### config.mk
export PLATFORM = sky130hd
export DESIGN_NAME = fetch_unit
export DESIGN_NICKNAME = d
export VERILOG_FILES = /design/src/rtl/fetch_unit.sv
export SDC_FILE = /design/constraint.sdc
export NUM_CORES = 1
export LEC_CHECK = 0
export ABC_AREA = 1
export CORE_AREA = 3 3 155 157
export CTS_CLUSTER_DIAMETER = 150
export DETAILED_ROUTE_END_ITERATION = 12
export DIE_AREA = 0 0 158 160
export PLACE_DENSITY = 0.95
export SLEW_MARGIN = 20
export SYNTH_ARGS = -nofsm -noshare
export SYNTH_HDL_FRONTEND = slang
export SYNTH_SLANG_ARGS = --single-unit
### constraint.sdc
create_clock -name SYS_clk -period 9.4 [get_ports SYS_clk]
set_clock_uncertainty 0.05 [all_clocks]
set_input_delay 2.35 -clock SYS_clk [delete_from_list [all_inputs] [get_ports SYS_clk]]
set_output_delay 2.35 -clock SYS_clk [all_outputs]
set_load 0.01 [all_outputs]
### src/rtl/fetch_unit.sv
// Instruction fetch front end: a credit-limited request stream into IMEM and
// an in-order {pc, instr} queue toward decode. Redirects flush the queue and
// turn every outstanding request into one whose response is dropped.
module fetch_unit #(
  parameter int          QUEUE_DEPTH = 4,
  parameter logic [31:0] RESET_PC    = 32'h0000_0000
) (
  input  logic        SYS_clk,
  input  logic        SYS_reset,
  output logic        IMEM_req_valid,
  output logic [31:0] IMEM_req_addr,
  input  logic        IMEM_req_ready,
  input  logic        IMEM_resp_valid,
  input  logic [31:0] IMEM_resp_data,
  input  logic        redirect_valid,
  input  logic [31:0] redirect_PC,
  output logic        fetch_valid,
  input  logic        fetch_ready,
  output logic [31:0] instruction,
  output logic [31:0] PC
);
  localparam int          CW  = $clog2(QUEUE_DEPTH + 1);
  localparam int          AW  = $clog2(QUEUE_DEPTH);
  localparam logic [31:0] NOP = 32'h0000_0013;

  logic [31:0]   r_fetch_pc;
  logic [CW-1:0] r_count;
  logic [CW-1:0] r_live;
  logic [CW-1:0] r_drop;
  logic [AW-1:0] r_wr_ptr;
  logic [AW-1:0] r_rd_ptr;
  logic [31:0]   r_q_pc    [QUEUE_DEPTH];
  logic [31:0]   r_q_instr [QUEUE_DEPTH];

  logic [CW+1:0] w_inflight;
  logic          w_accept;
  logic          w_push;
  logic          w_drop_resp;
  logic          w_pop;
  logic [31:0]   w_resp_pc;
  logic          w_unused;

  function automatic logic [AW-1:0] f_inc(input logic [AW-1:0] p);
    return (p == AW'(QUEUE_DEPTH - 1)) ? '0 : p + AW'(1);
  endfunction

  // Queue entries plus every request still in flight share one credit pool,
  // so a response always finds a free slot.
  assign w_inflight  = (CW+2)'(r_count) + (CW+2)'(r_live) + (CW+2)'(r_drop);
  assign IMEM_req_valid = !SYS_reset && !redirect_valid &&
                          (w_inflight < (CW+2)'(QUEUE_DEPTH));
  assign IMEM_req_addr  = r_fetch_pc;
  assign w_accept    = IMEM_req_valid && IMEM_req_ready;
  assign w_drop_resp = IMEM_resp_valid && (r_drop != '0);
  assign w_push      = IMEM_resp_valid && (r_drop == '0) && !redirect_valid;
  assign w_pop       = fetch_valid && fetch_ready && !redirect_valid;
  // Kept requests since the last redirect are consecutive words ending just
  // below fetch_pc, so the oldest one sits live_cnt words back.
  assign w_resp_pc   = r_fetch_pc - (32'(r_live) << 2);
  assign w_unused    = ^redirect_PC[1:0];

  assign fetch_valid = !SYS_reset && (r_count != '0);
  assign instruction = fetch_valid ? r_q_instr[r_rd_ptr] : NOP;
  assign PC          = fetch_valid ? r_q_pc[r_rd_ptr]    : 32'h0;

  // Control state: fetch pointer, credit counters and queue pointers.
  always_ff @(posedge SYS_clk) begin
    if (SYS_reset) begin
      r_fetch_pc <= RESET_PC;
      r_count    <= '0;
      r_live     <= '0;
      r_drop     <= '0;
      r_wr_ptr   <= '0;
      r_rd_ptr   <= '0;
    end else if (redirect_valid) begin
      r_fetch_pc <= {redirect_PC[31:2], 2'b00};
      r_count    <= '0;
      r_wr_ptr   <= '0;
      r_rd_ptr   <= '0;
      r_live     <= '0;
      r_drop     <= r_drop + r_live - CW'(IMEM_resp_valid);
    end else begin
      if (w_accept) r_fetch_pc <= r_fetch_pc + 32'd4;
      r_live  <= r_live + CW'(w_accept) - CW'(w_push);
      r_drop  <= r_drop - CW'(w_drop_resp);
      r_count <= r_count + CW'(w_push) - CW'(w_pop);
      if (w_push) r_wr_ptr <= f_inc(r_wr_ptr);
      if (w_pop)  r_rd_ptr <= f_inc(r_rd_ptr);
    end
  end

  // Queue payload; contents only matter when count says so, hence no reset.
  always_ff @(posedge SYS_clk) begin
    if (!SYS_reset && w_push) begin
      r_q_pc[r_wr_ptr]    <= w_resp_pc;
      r_q_instr[r_wr_ptr] <= IMEM_resp_data;
    end
  end
endmodule

# == Word level (Yosys, flattened, before mapping) ==
# Memories as Yosys holds them, arrays and structs flattened. A register that Yosys moved wholly into a read port is not among the register bits.
# Index checks and enable logic that the tools add are counted.
# op_classes
n_lt_le_gt_ge,1
n_reduce_logical,17
muxes,13
eq_ne,2
addsub,13
# ops
cell,n
32-bit 2-to-1 mux,4
"32-bit by 3-bit adder with 32-bit output, second input constant",1
32-bit by 5-bit subtractor with 32-bit output,1
2-bit 2-to-1 mux,6
3-bit by 1-bit subtractor with 3-bit output,4
1-bit logical AND,10
3-bit by 1-bit adder with 3-bit output,2
3-bit nonzero test,2
4-bit by 3-bit adder with 5-bit output,1
"5-bit by 3-bit less-than comparator with 1-bit output, second input constant",1
"2-bit by 1-bit adder with 2-bit output, second input constant",2
3-bit by 3-bit adder with 4-bit output,1
"2-bit equality test, second input constant",2
3-bit adder,1
3-bit logical NOT,1
3-bit 2-to-1 mux,1
1-bit logical NOT,2
1-bit 2-to-1 mux,2
2-bit nonzero test,1
2-bit OR reduction,1
# totals
regBits,45
input_bits,70
output_inout_bits,98
memories,2
wordCells,55
mem_bits_rw,256
# memory_table
name,words,width,read_ports,rd_ports_with_merged_regs,wr,line,source
r_q_instr,4,32,1,1,1,33,logic [31:0] r_q_instr [QUEUE_DEPTH];
r_q_pc,4,32,1,1,1,32,logic [31:0] r_q_pc [QUEUE_DEPTH];

# == Depth between registers and ports, before layout ==
# Gate-level depths: netlist of run 1.
# depth
depth_word,7
depth_mapped,17
depth_no_buf,16

# == Worst setup path after synthesis of run 1 ==
# No wires, ideal clock.
# synth_timing
path_type,input port to flip-flop
startpoint,input port SYS_reset
endpoint,memory r_q_instr[0][0] (enable)
path_stages,5
setup_slack_ns,3.294
setup_time_ns,0.482
arrival_ns,5.574
path_cell_list,buf_2 > inv_2 > clkbuf_1 > nand2_1 > nor2_1
# synth_between
elab_chain_len,4
# synth_rtl
item,line,source
start: declaration,9,"input logic SYS_reset,"
1-bit logical NOT,94,if (!SYS_reset && w_push) begin
1-bit logical AND,94,
1-bit 2-to-1 mux,94,
1-bit 2-to-1 mux (implied by the code),96,r_q_instr[r_wr_ptr] <= IMEM_resp_data;
end: declaration,33,
# Every way passes these cells.

# == Final worst setup path of run 1 ==
# layout_timing
startpoint,input port SYS_reset
endpoint,output port PC[24]
# layout_between
elab_chain_len,3
# layout_rtl
item,line,source
1-bit logical NOT,62,assign fetch_valid = !SYS_reset && (r_count != '0);
1-bit logical AND,62,
32-bit 2-to-1 mux,64,assign PC = fetch_valid ? r_q_pc[r_rd_ptr] : 32'h0;
end: declaration,20,output logic [31:0] PC
# Every way passes these cells.

==> results of run 1 <==
## metal layers
layer	up-vias	part of all wire (%)
met2	597	49
met3	106	8.5
met4	0	3.8
met5	-	0
li1	5026	-
met1	4991	38
## worst reg2reg max path, stage by stage (launching register included)
cell,delay (ns)
sky130_fd_sc_hd__dfxtp_1,0.40
sky130_fd_sc_hd__inv_1,0.15
sky130_fd_sc_hd__fa_1,0.51
sky130_fd_sc_hd__a21oi_1,0.18
sky130_fd_sc_hd__fa_1,0.48
sky130_fd_sc_hd__nor3b_4,0.24
sky130_fd_sc_hd__nand3_2,0.58
sky130_fd_sc_hd__ha_1,0.55
sky130_fd_sc_hd__inv_1,0.04
sky130_fd_sc_hd__ha_1,0.19
sky130_fd_sc_hd__fa_1,0.38
sky130_fd_sc_hd__xor2_1,0.18
sky130_fd_sc_hd__o21ai_0,0.17
sky130_fd_sc_hd__a21oi_1,0.06
## registers in the layout, indices dropped and copies added, names as in the netlist, named ones only
signal and cells:
r_count 3, r_live 3, r_q_pc 120, r_q_instr 128, IMEM_req_addr 30, r_drop 3
r_rd_ptr 2, r_wr_ptr 2
## layout make-up
type | count | area [um2] | area share [%]
Clock inverter | 19 | 283 | 1.72
Clock buffer | 34 | 785 | 4.77
Sequential cell | 293 | 8350 | 50.7
Tap cell | 285 | 357 | 2.17
Inverter | 99 | 372 | 2.26
Multi-Input combinational cell | 964 | 4620 | 28.1
Timing Repair Buffer | 171 | 1690 | 10.3
## where the power goes
part | internal [uW] | switching [uW]
registers | 1450 | 27.6
clock network | 788 | 479
logic | 107 | 163
## per-stage QoR
step           area (um2)  setup slack (ns)
6_report            16500              1.53
5_1_grt             16500              1.34
4_1_cts             16500              1.53
3_5_place_dp        15400              1.58
3_3_place_gp        15400              1.74
2_1_floorplan       13700              3.29
## how the worst max path moves through the flow
| stage | end | cells past startpoint | startpoint | slack, ns |
|---|---|---|---|---|
| after floorplan | r_q_instr[0][0] | 5 | SYS_reset | 3.29 |
| after global placement | instruction[1] | 6 | SYS_reset | 1.74 |
| after detailed placement | PC[21] | 6 | SYS_reset | 1.58 |
| after CTS | PC[24] | 6 | SYS_reset | 1.53 |
| after global routing | PC[24] | 6 | SYS_reset | 1.34 |
| final | PC[24] | 6 | SYS_reset | 1.53 |
## placed cells by master (no fill, tap or decap), types with 2 or more instances in the layout
master	netlist	routed
sky130_fd_sc_hd__a21oi_1	82	82
sky130_fd_sc_hd__buf_4	5	9
sky130_fd_sc_hd__bufinv_16	0	7
sky130_fd_sc_hd__clkbuf_16	0	29
sky130_fd_sc_hd__clkbuf_8	0	4
sky130_fd_sc_hd__clkdlybuf4s50_1	0	161
sky130_fd_sc_hd__clkinv_1	0	3
sky130_fd_sc_hd__clkinv_2	0	5
sky130_fd_sc_hd__clkinv_4	0	2
sky130_fd_sc_hd__conb_1	1	4
sky130_fd_sc_hd__dfxtp_1	45	43
sky130_fd_sc_hd__edfxtp_1	248	248
sky130_fd_sc_hd__fa_1	7	7
sky130_fd_sc_hd__ha_1	20	20
sky130_fd_sc_hd__inv_1	93	93
sky130_fd_sc_hd__inv_2	6	6
sky130_fd_sc_hd__nand2_1	230	229
sky130_fd_sc_hd__nand2_2	2	3
sky130_fd_sc_hd__nand3_1	68	68
sky130_fd_sc_hd__nand3_2	2	2
sky130_fd_sc_hd__nand3b_1	4	4
sky130_fd_sc_hd__nand4_1	7	7
sky130_fd_sc_hd__nor2_1	339	335
sky130_fd_sc_hd__nor2_2	4	4
sky130_fd_sc_hd__nor2_4	0	4
sky130_fd_sc_hd__nor3_1	4	4
sky130_fd_sc_hd__o21ai_0	142	142
sky130_fd_sc_hd__o311ai_0	3	3
sky130_fd_sc_hd__xnor2_1	5	5
sky130_fd_sc_hd__xor2_1	31	31
## kinds of logic (layout without fill, tap and decap cells)
kind of cell	Yosys count	in the layout
compound gates	233	233
xor+xnor	36	36
fa+ha+maj	27	27
buf+inv	174	323
flops	293	293
other cells	1	4
simple gates	664	664
==> flow_summary_export.csv, run 1 <==
group,metric,value,unit
cts,tritoncts.num_buffers,29,
power,vdd.ir_drop.worst,124,uV
cts,clock_insertion_delay_worst_skew,0.54,ns
floorplanning,die-area,0.0253,mm2
cts,tritoncts,"yes",
finish,fraction_of_final_layout_cells_sized_beyond_drive_strength_1,5.32,%
setup_path,crit_family,"buffers and inverters",
floorplanning,io_pins,168,
place,placedCellCount,1812,
cts,cts_hold_repair.buffers,0,
cts,cts_root_buffer,"sky130_fd_sc_hd__clkbuf_16",
setup_path,worst-endpoint-required,7.00,ns
power,power.static_leakage,0.00609,uW
yosys,synth-compound-area-share,8.77,%
setup_path,register_to_register_setup_slack,5.14,ns
sta,hold_violations_final,0,
place,globalplace.congestion,0.982,
yosys,yosys.cell_count.top_type,"sky130_fd_sc_hd__nor2_1",
yosys,synth_cell_type_count,36,
setup_path,path_cells,"clkdlybuf4s50_1 -> inv_2 -> nand2_2 -> buf_4 -> a21oi_1 -> clkdlybuf4s50_1",
finish,nNetsFinal,1655,
setup_path,critical_path_buf_inv_count,4,
cts,cts_buffer_depth,3,
yosys,synth-xor-area-share,2.31,%
setup_path,crit_path_top_delay_cell,"sky130_fd_sc_hd__clkdlybuf4s50_1",
global_routing,first_global_vias,10600,
sta,whs,0.466,ns
route,routed_wire_length_per_instance,17.7,um
cts,cts_sinks,293,
sta,grt_setup_unrepaired,"false",
floorplanning,rows,55,
setup_path,endpoint_kind,"output port",
sta,timing.final.crit_share,83.8,%
yosys,yosysSeqAreaShare,61.2,%
global_routing,grt_overflow_total,0,
global_routing,grt_start_max_net_pins,125,
route,remaining_drc_errors,0,
hold_path,worstHoldPathType,"register to register",
yosys,synth-warning-count,0,
floorplanning,die_height,160,um
global_routing,grt_use_total,25.7,%
yosys,synth_mux_area_share,0,%
global_routing,use_met2,43.8,%
finish,final_core_util,72.7,%
yosys,synth_adder_area_share,2.86,%
yosys,netlist_area,0.0136,mm2
yosys,ys_top_cells_by_count,"339 x sky130_fd_sc_hd__nor2_1, 248 x sky130_fd_sc_hd__edfxtp_1, 230 x sky130_fd_sc_hd__nand2_1",
yosys,synth_top_family_by_area,"simple AND/OR/NAND/NOR gates",
setup_path,slowest_delay,0.70,ns
global_routing,met1_layer_usage_reported_by_global_route,32.4,%
place,portBuffers,161,
route,wirelength,33.0,mm
yosys,cell_type_with_the_largest_total_area_after_synthesis,"sky130_fd_sc_hd__edfxtp_1",
yosys,synth.ff_latch_count,293,
sta,fin_tns_setup,0,ns
sta,transition_time_of_the_tightest_slew_check_pin,1.07,ns
setup_path,crit_type,"input port to output port",
setup_path,crit_path_arrival_time,5.47,ns
cts,clk_transition_reported_paths,0.06,ns
yosys,post_synth_inst_count,1428,
yosys,top_cell_type_s_share_of_synthesized_area,54.6,%
route,dr_total_vias,10700,
floorplanning,start_util,60.3,%
hold_path,worstHoldPathCells,2,
route,detail_route.iter0.violations,1322,
route,drt-vias-per-instance,5.75,
finish,final_cell_count_no_fill,1865,
setup_path,critical_path.reg2reg.startpoint,"r_live[1]",
global_routing,grt_use_met3,4.17,%
sta,slew_violations,0,
cts,post_cts.repair.setup_buffers,0,
yosys,synth-edff-count,248,
global_routing,top_usage_layer,"met2",
global_routing,grt_pass1_wl,52.1,mm
setup_path,worst-r2r-cell-count,13,
floorplanning,die_width,158,um
sta,timing.max_slew.rel_slack,28.9,%
sta,timing.final.setup_violations,0,
yosys,postSynth.asyncResetShare,0,%
floorplanning,placeableCoreArea,0.0226,mm2
route,detail-route-antenna-nets,0,
yosys,synth.avg_cell_area,9.55,um2
run_status,status,"complete, no violations",
global_routing,number_of_antenna_violations_at_the_first_check_in_global_routing,0,
setup_path,crit_fanout,44,
place,total_half_perimeter_wirelength_after_legalization_and_detailed_placement,20.4,mm
setup_path,rr_endpoint,"r_live[2]",
cts,ctsResizeCount,0,
hold_path,hold_path_startpoint,"r_rd_ptr[1]",
run,drv.max_cap_violation_count,0,
power,total_power,3020,uW
route,dr.pass1.iters,5,
setup_path,cpMostUsedCell,"sky130_fd_sc_hd__clkdlybuf4s50_1",
yosys,yosys-top-cells-area,"sky130_fd_sc_hd__edfxtp_1 55%, sky130_fd_sc_hd__nor2_1 9.3%, sky130_fd_sc_hd__dfxtp_1 6.6%",
yosys,synth_simple_gate_area_share,19.6,%
finish,n_antenna_cell,0,
power,power-per-cell-area,183,mW/mm2
cts,h-tree-depth,1,
sta,timing.fmax,127,MHz
yosys,yosys_most_used_dff,"sky130_fd_sc_hd__edfxtp_1",
finish,syn_to_final_growth,20.7,%
sta,final_period_minus_worst_setup_slack,7.87,ns
setup_path,timing.critical_path.from_type,"input port",
finish,fillers,1500,
Power figures use the tool's default switching activity.
==> inputs of run 2 (changes only) <==
--- a/config.mk
+++ b/config.mk
@@ -6,11 +6,11 @@
 export NUM_CORES = 1
 export LEC_CHECK = 0
 export ABC_AREA = 1
-export CORE_AREA = 3 3 155 157
+export CORE_AREA = 3 3 161 163
 export CTS_CLUSTER_DIAMETER = 150
 export DETAILED_ROUTE_END_ITERATION = 12
-export DIE_AREA = 0 0 158 160
-export PLACE_DENSITY = 0.95
+export DIE_AREA = 0 0 164 166
+export PLACE_DENSITY = 0.89
 export SLEW_MARGIN = 20
 export SYNTH_ARGS = -nofsm -noshare
 export SYNTH_HDL_FRONTEND = slang
==> constraint.sdc (replaced) <==
create_clock -name SYS_clk -period 7.8 [get_ports SYS_clk]
set_clock_uncertainty 0.05 [all_clocks]
set_input_delay 1.95 -clock SYS_clk [delete_from_list [all_inputs] [get_ports SYS_clk]]
set_output_delay 1.95 -clock SYS_clk [all_outputs]
set_load 0.01 [all_outputs]
==> flow_summary_export.csv, run 2 (synthesized netlist as in run 1, its figures left out) <==
group,metric,value,unit
route,wirelength,32.7,mm
finish,register_area,0.00835,mm2
finish,multiInputGateArea,0.00462,mm2
route,dr_total_vias,10400,
power,vdd.ir_drop.worst,163,uV
power,share_of_total_power_consumed_by_net_switching,22.9,%
cts,h-tree-depth,1,
place,total_half_perimeter_wirelength_after_legalization_and_detailed_placement,21.0,mm
finish,fraction_of_final_layout_cells_sized_beyond_drive_strength_1,5.31,%
floorplanning,io_pins,168,
floorplanning,die_width,164,um
run_status,status,"complete, no violations",
cts,tritoncts,"yes",
finish,fillers,1778,
power,switching_power,794,uW
cts,tritoncts.num_buffers,29,
finish,most_frequent_cells_in_the_layout,"335 x sky130_fd_sc_hd__nor2_1, 248 x sky130_fd_sc_hd__edfxtp_1, 229 x sky130_fd_sc_hd__nand2_1, 161 x sky130_fd_sc_hd__clkdlybuf4s50_1, 142 x sky130_fd_sc_hd__o21ai_0",
global_routing,number_of_antenna_violations_at_the_first_check_in_global_routing,0,
route,detail_route.iter0.violations,915,
sta,timing.fmax,145,MHz
cts,cts_hold_repair.buffers,0,
finish,largest_reg_flops,128,
cts,cts_buffer_depth,3,
route,detail-route-antenna-nets,0,
sta,post-route-worst-setup-slack,0.884,ns
power,power.internal,2670,uW
floorplanning,die_height,166,um
power,power-per-cell-area,211,mW/mm2
sta,final_period_minus_worst_setup_slack,6.92,ns
cts,clock_insertion_delay_worst_skew,0.53,ns
floorplanning,rows,57,
setup_path,crit_type,"input port to output port",
sta,hold_violations_final,0,
setup_path,timing.critical_path.from_type,"input port",
finish,n_antenna_cell,0,
cts,cts_sinks,293,
sta,grt_setup_unrepaired,"false",
sta,transition_time_of_the_tightest_slew_check_pin,1.00,ns
power,total_power,3470,uW
global_routing,first_global_vias,10200,
power,power.share.sequential,51.4,%
sta,slew_violations,0,
place,portBuffers,161,
route,remaining_drc_errors,0,
cts,cts_root_buffer,"sky130_fd_sc_hd__clkbuf_16",
route,drt-vias-per-instance,5.47,
finish,top_register,"r_q_instr",
route,dr.pass1.iters,5,
global_routing,grt_overflow_total,0,
floorplanning,die-area,0.0272,mm2
sta,fin_tns_setup,0,ns
finish,layout_commonest_cell,"sky130_fd_sc_hd__nor2_1",
global_routing,grt_use_total,23.4,%
cts,post_cts.repair.setup_buffers,0,
floorplanning,placeableCoreArea,0.0245,mm2
power,power.share.combinational,9.3,%
route,routed_wire_length_per_instance,17.1,um
finish,nNetsFinal,1657,
power,clockPowerShare,39.2,%
hold_path,worstHoldPathType,"register to register",
sta,timing.final.setup_violations,0,
finish,final_core_util,67.1,%
setup_path,crit_fanout,29,
place,globalplace.congestion,0.918,
sta,timing.final.crit_share,88.7,%
sta,timing.max_slew.rel_slack,33.2,%
run,drv.max_cap_violation_count,0,
floorplanning,start_util,55.8,%
setup_path,crit_path_arrival_time,4.92,ns
finish,final_cell_count_no_fill,1907,
global_routing,grt_start_max_net_pins,83,
setup_path,worst-endpoint-required,5.80,ns
cts,ctsResizeCount,0,
setup_path,endpoint_kind,"output port",
finish,syn_to_final_growth,20.2,%
global_routing,grt_pass1_wl,51.5,mm
cts,clk_transition_reported_paths,0.06,ns
place,place_ws,0.967,ns
place,placedCellCount,1853,
power,power.static_leakage,0.00603,uW
-- run 2: power groups by stage --
stage                     clock [uW]  combinational [uW]  sequential (uW)
after floorplan                    0                 196             1810
after global placement             0                 306             1810
after detailed placement           0                 320             1820
after CTS                       1380                 323             1780
after global routing            1440                 363             1790
final                           1360                 324             1780
-- run 2: worst paths after layout --
check | start | to | slack, ns | depth (start not counted)
hold reg to reg | r_rd_ptr[1] | register | 0.46 | 2
hold / removal | r_rd_ptr[1] | register | 0.46 | 2
setup reg to reg | r_live[1] | r_live[2] | 3.60 | 13
setup / recovery | SYS_reset | instruction[4] | 0.88 | 6
-- run 2: worst max-delay path, cell delays in order --
cell	delay [ns]
sky130_fd_sc_hd__clkdlybuf4s50_1	0.86
sky130_fd_sc_hd__inv_2	0.34
sky130_fd_sc_hd__nand2_2	0.71
sky130_fd_sc_hd__inv_1	0.22
sky130_fd_sc_hd__o311ai_0	0.19
sky130_fd_sc_hd__clkdlybuf4s50_1	0.62
-- run 2: routing by layer --
layer | part of all wire, % | wire length [um] | track usage (%)
met2 | 50 | 16200 | 40.5
met4 | 1.7 | 568 | 5.37
met3 | 7.9 | 2600 | 3.72
met1 | 41 | 13300 | 31.2
met5 | 0 | 0 | 0
-- run 2: per-stage QoR --
stage | area (um2) | hold slack, ns
final | 16400 | 0.456
after global routing | 16400 | 0.503
after CTS | 16400 | 0.452
after detailed placement | 15500 | 0.446
after global placement | 15500 | 0.437
after floorplan | 13700 | 0.422
-- run 2: cell type report --
type                            count  area share [%]
Multi-Input combinational cell    964            28.2
Timing Repair Buffer              173            10.4
Clock buffer                       40            4.92
Inverter                           99            2.27
Clock inverter                     14           0.869
Sequential cell                   293            50.9
Tap cell                          324            2.47
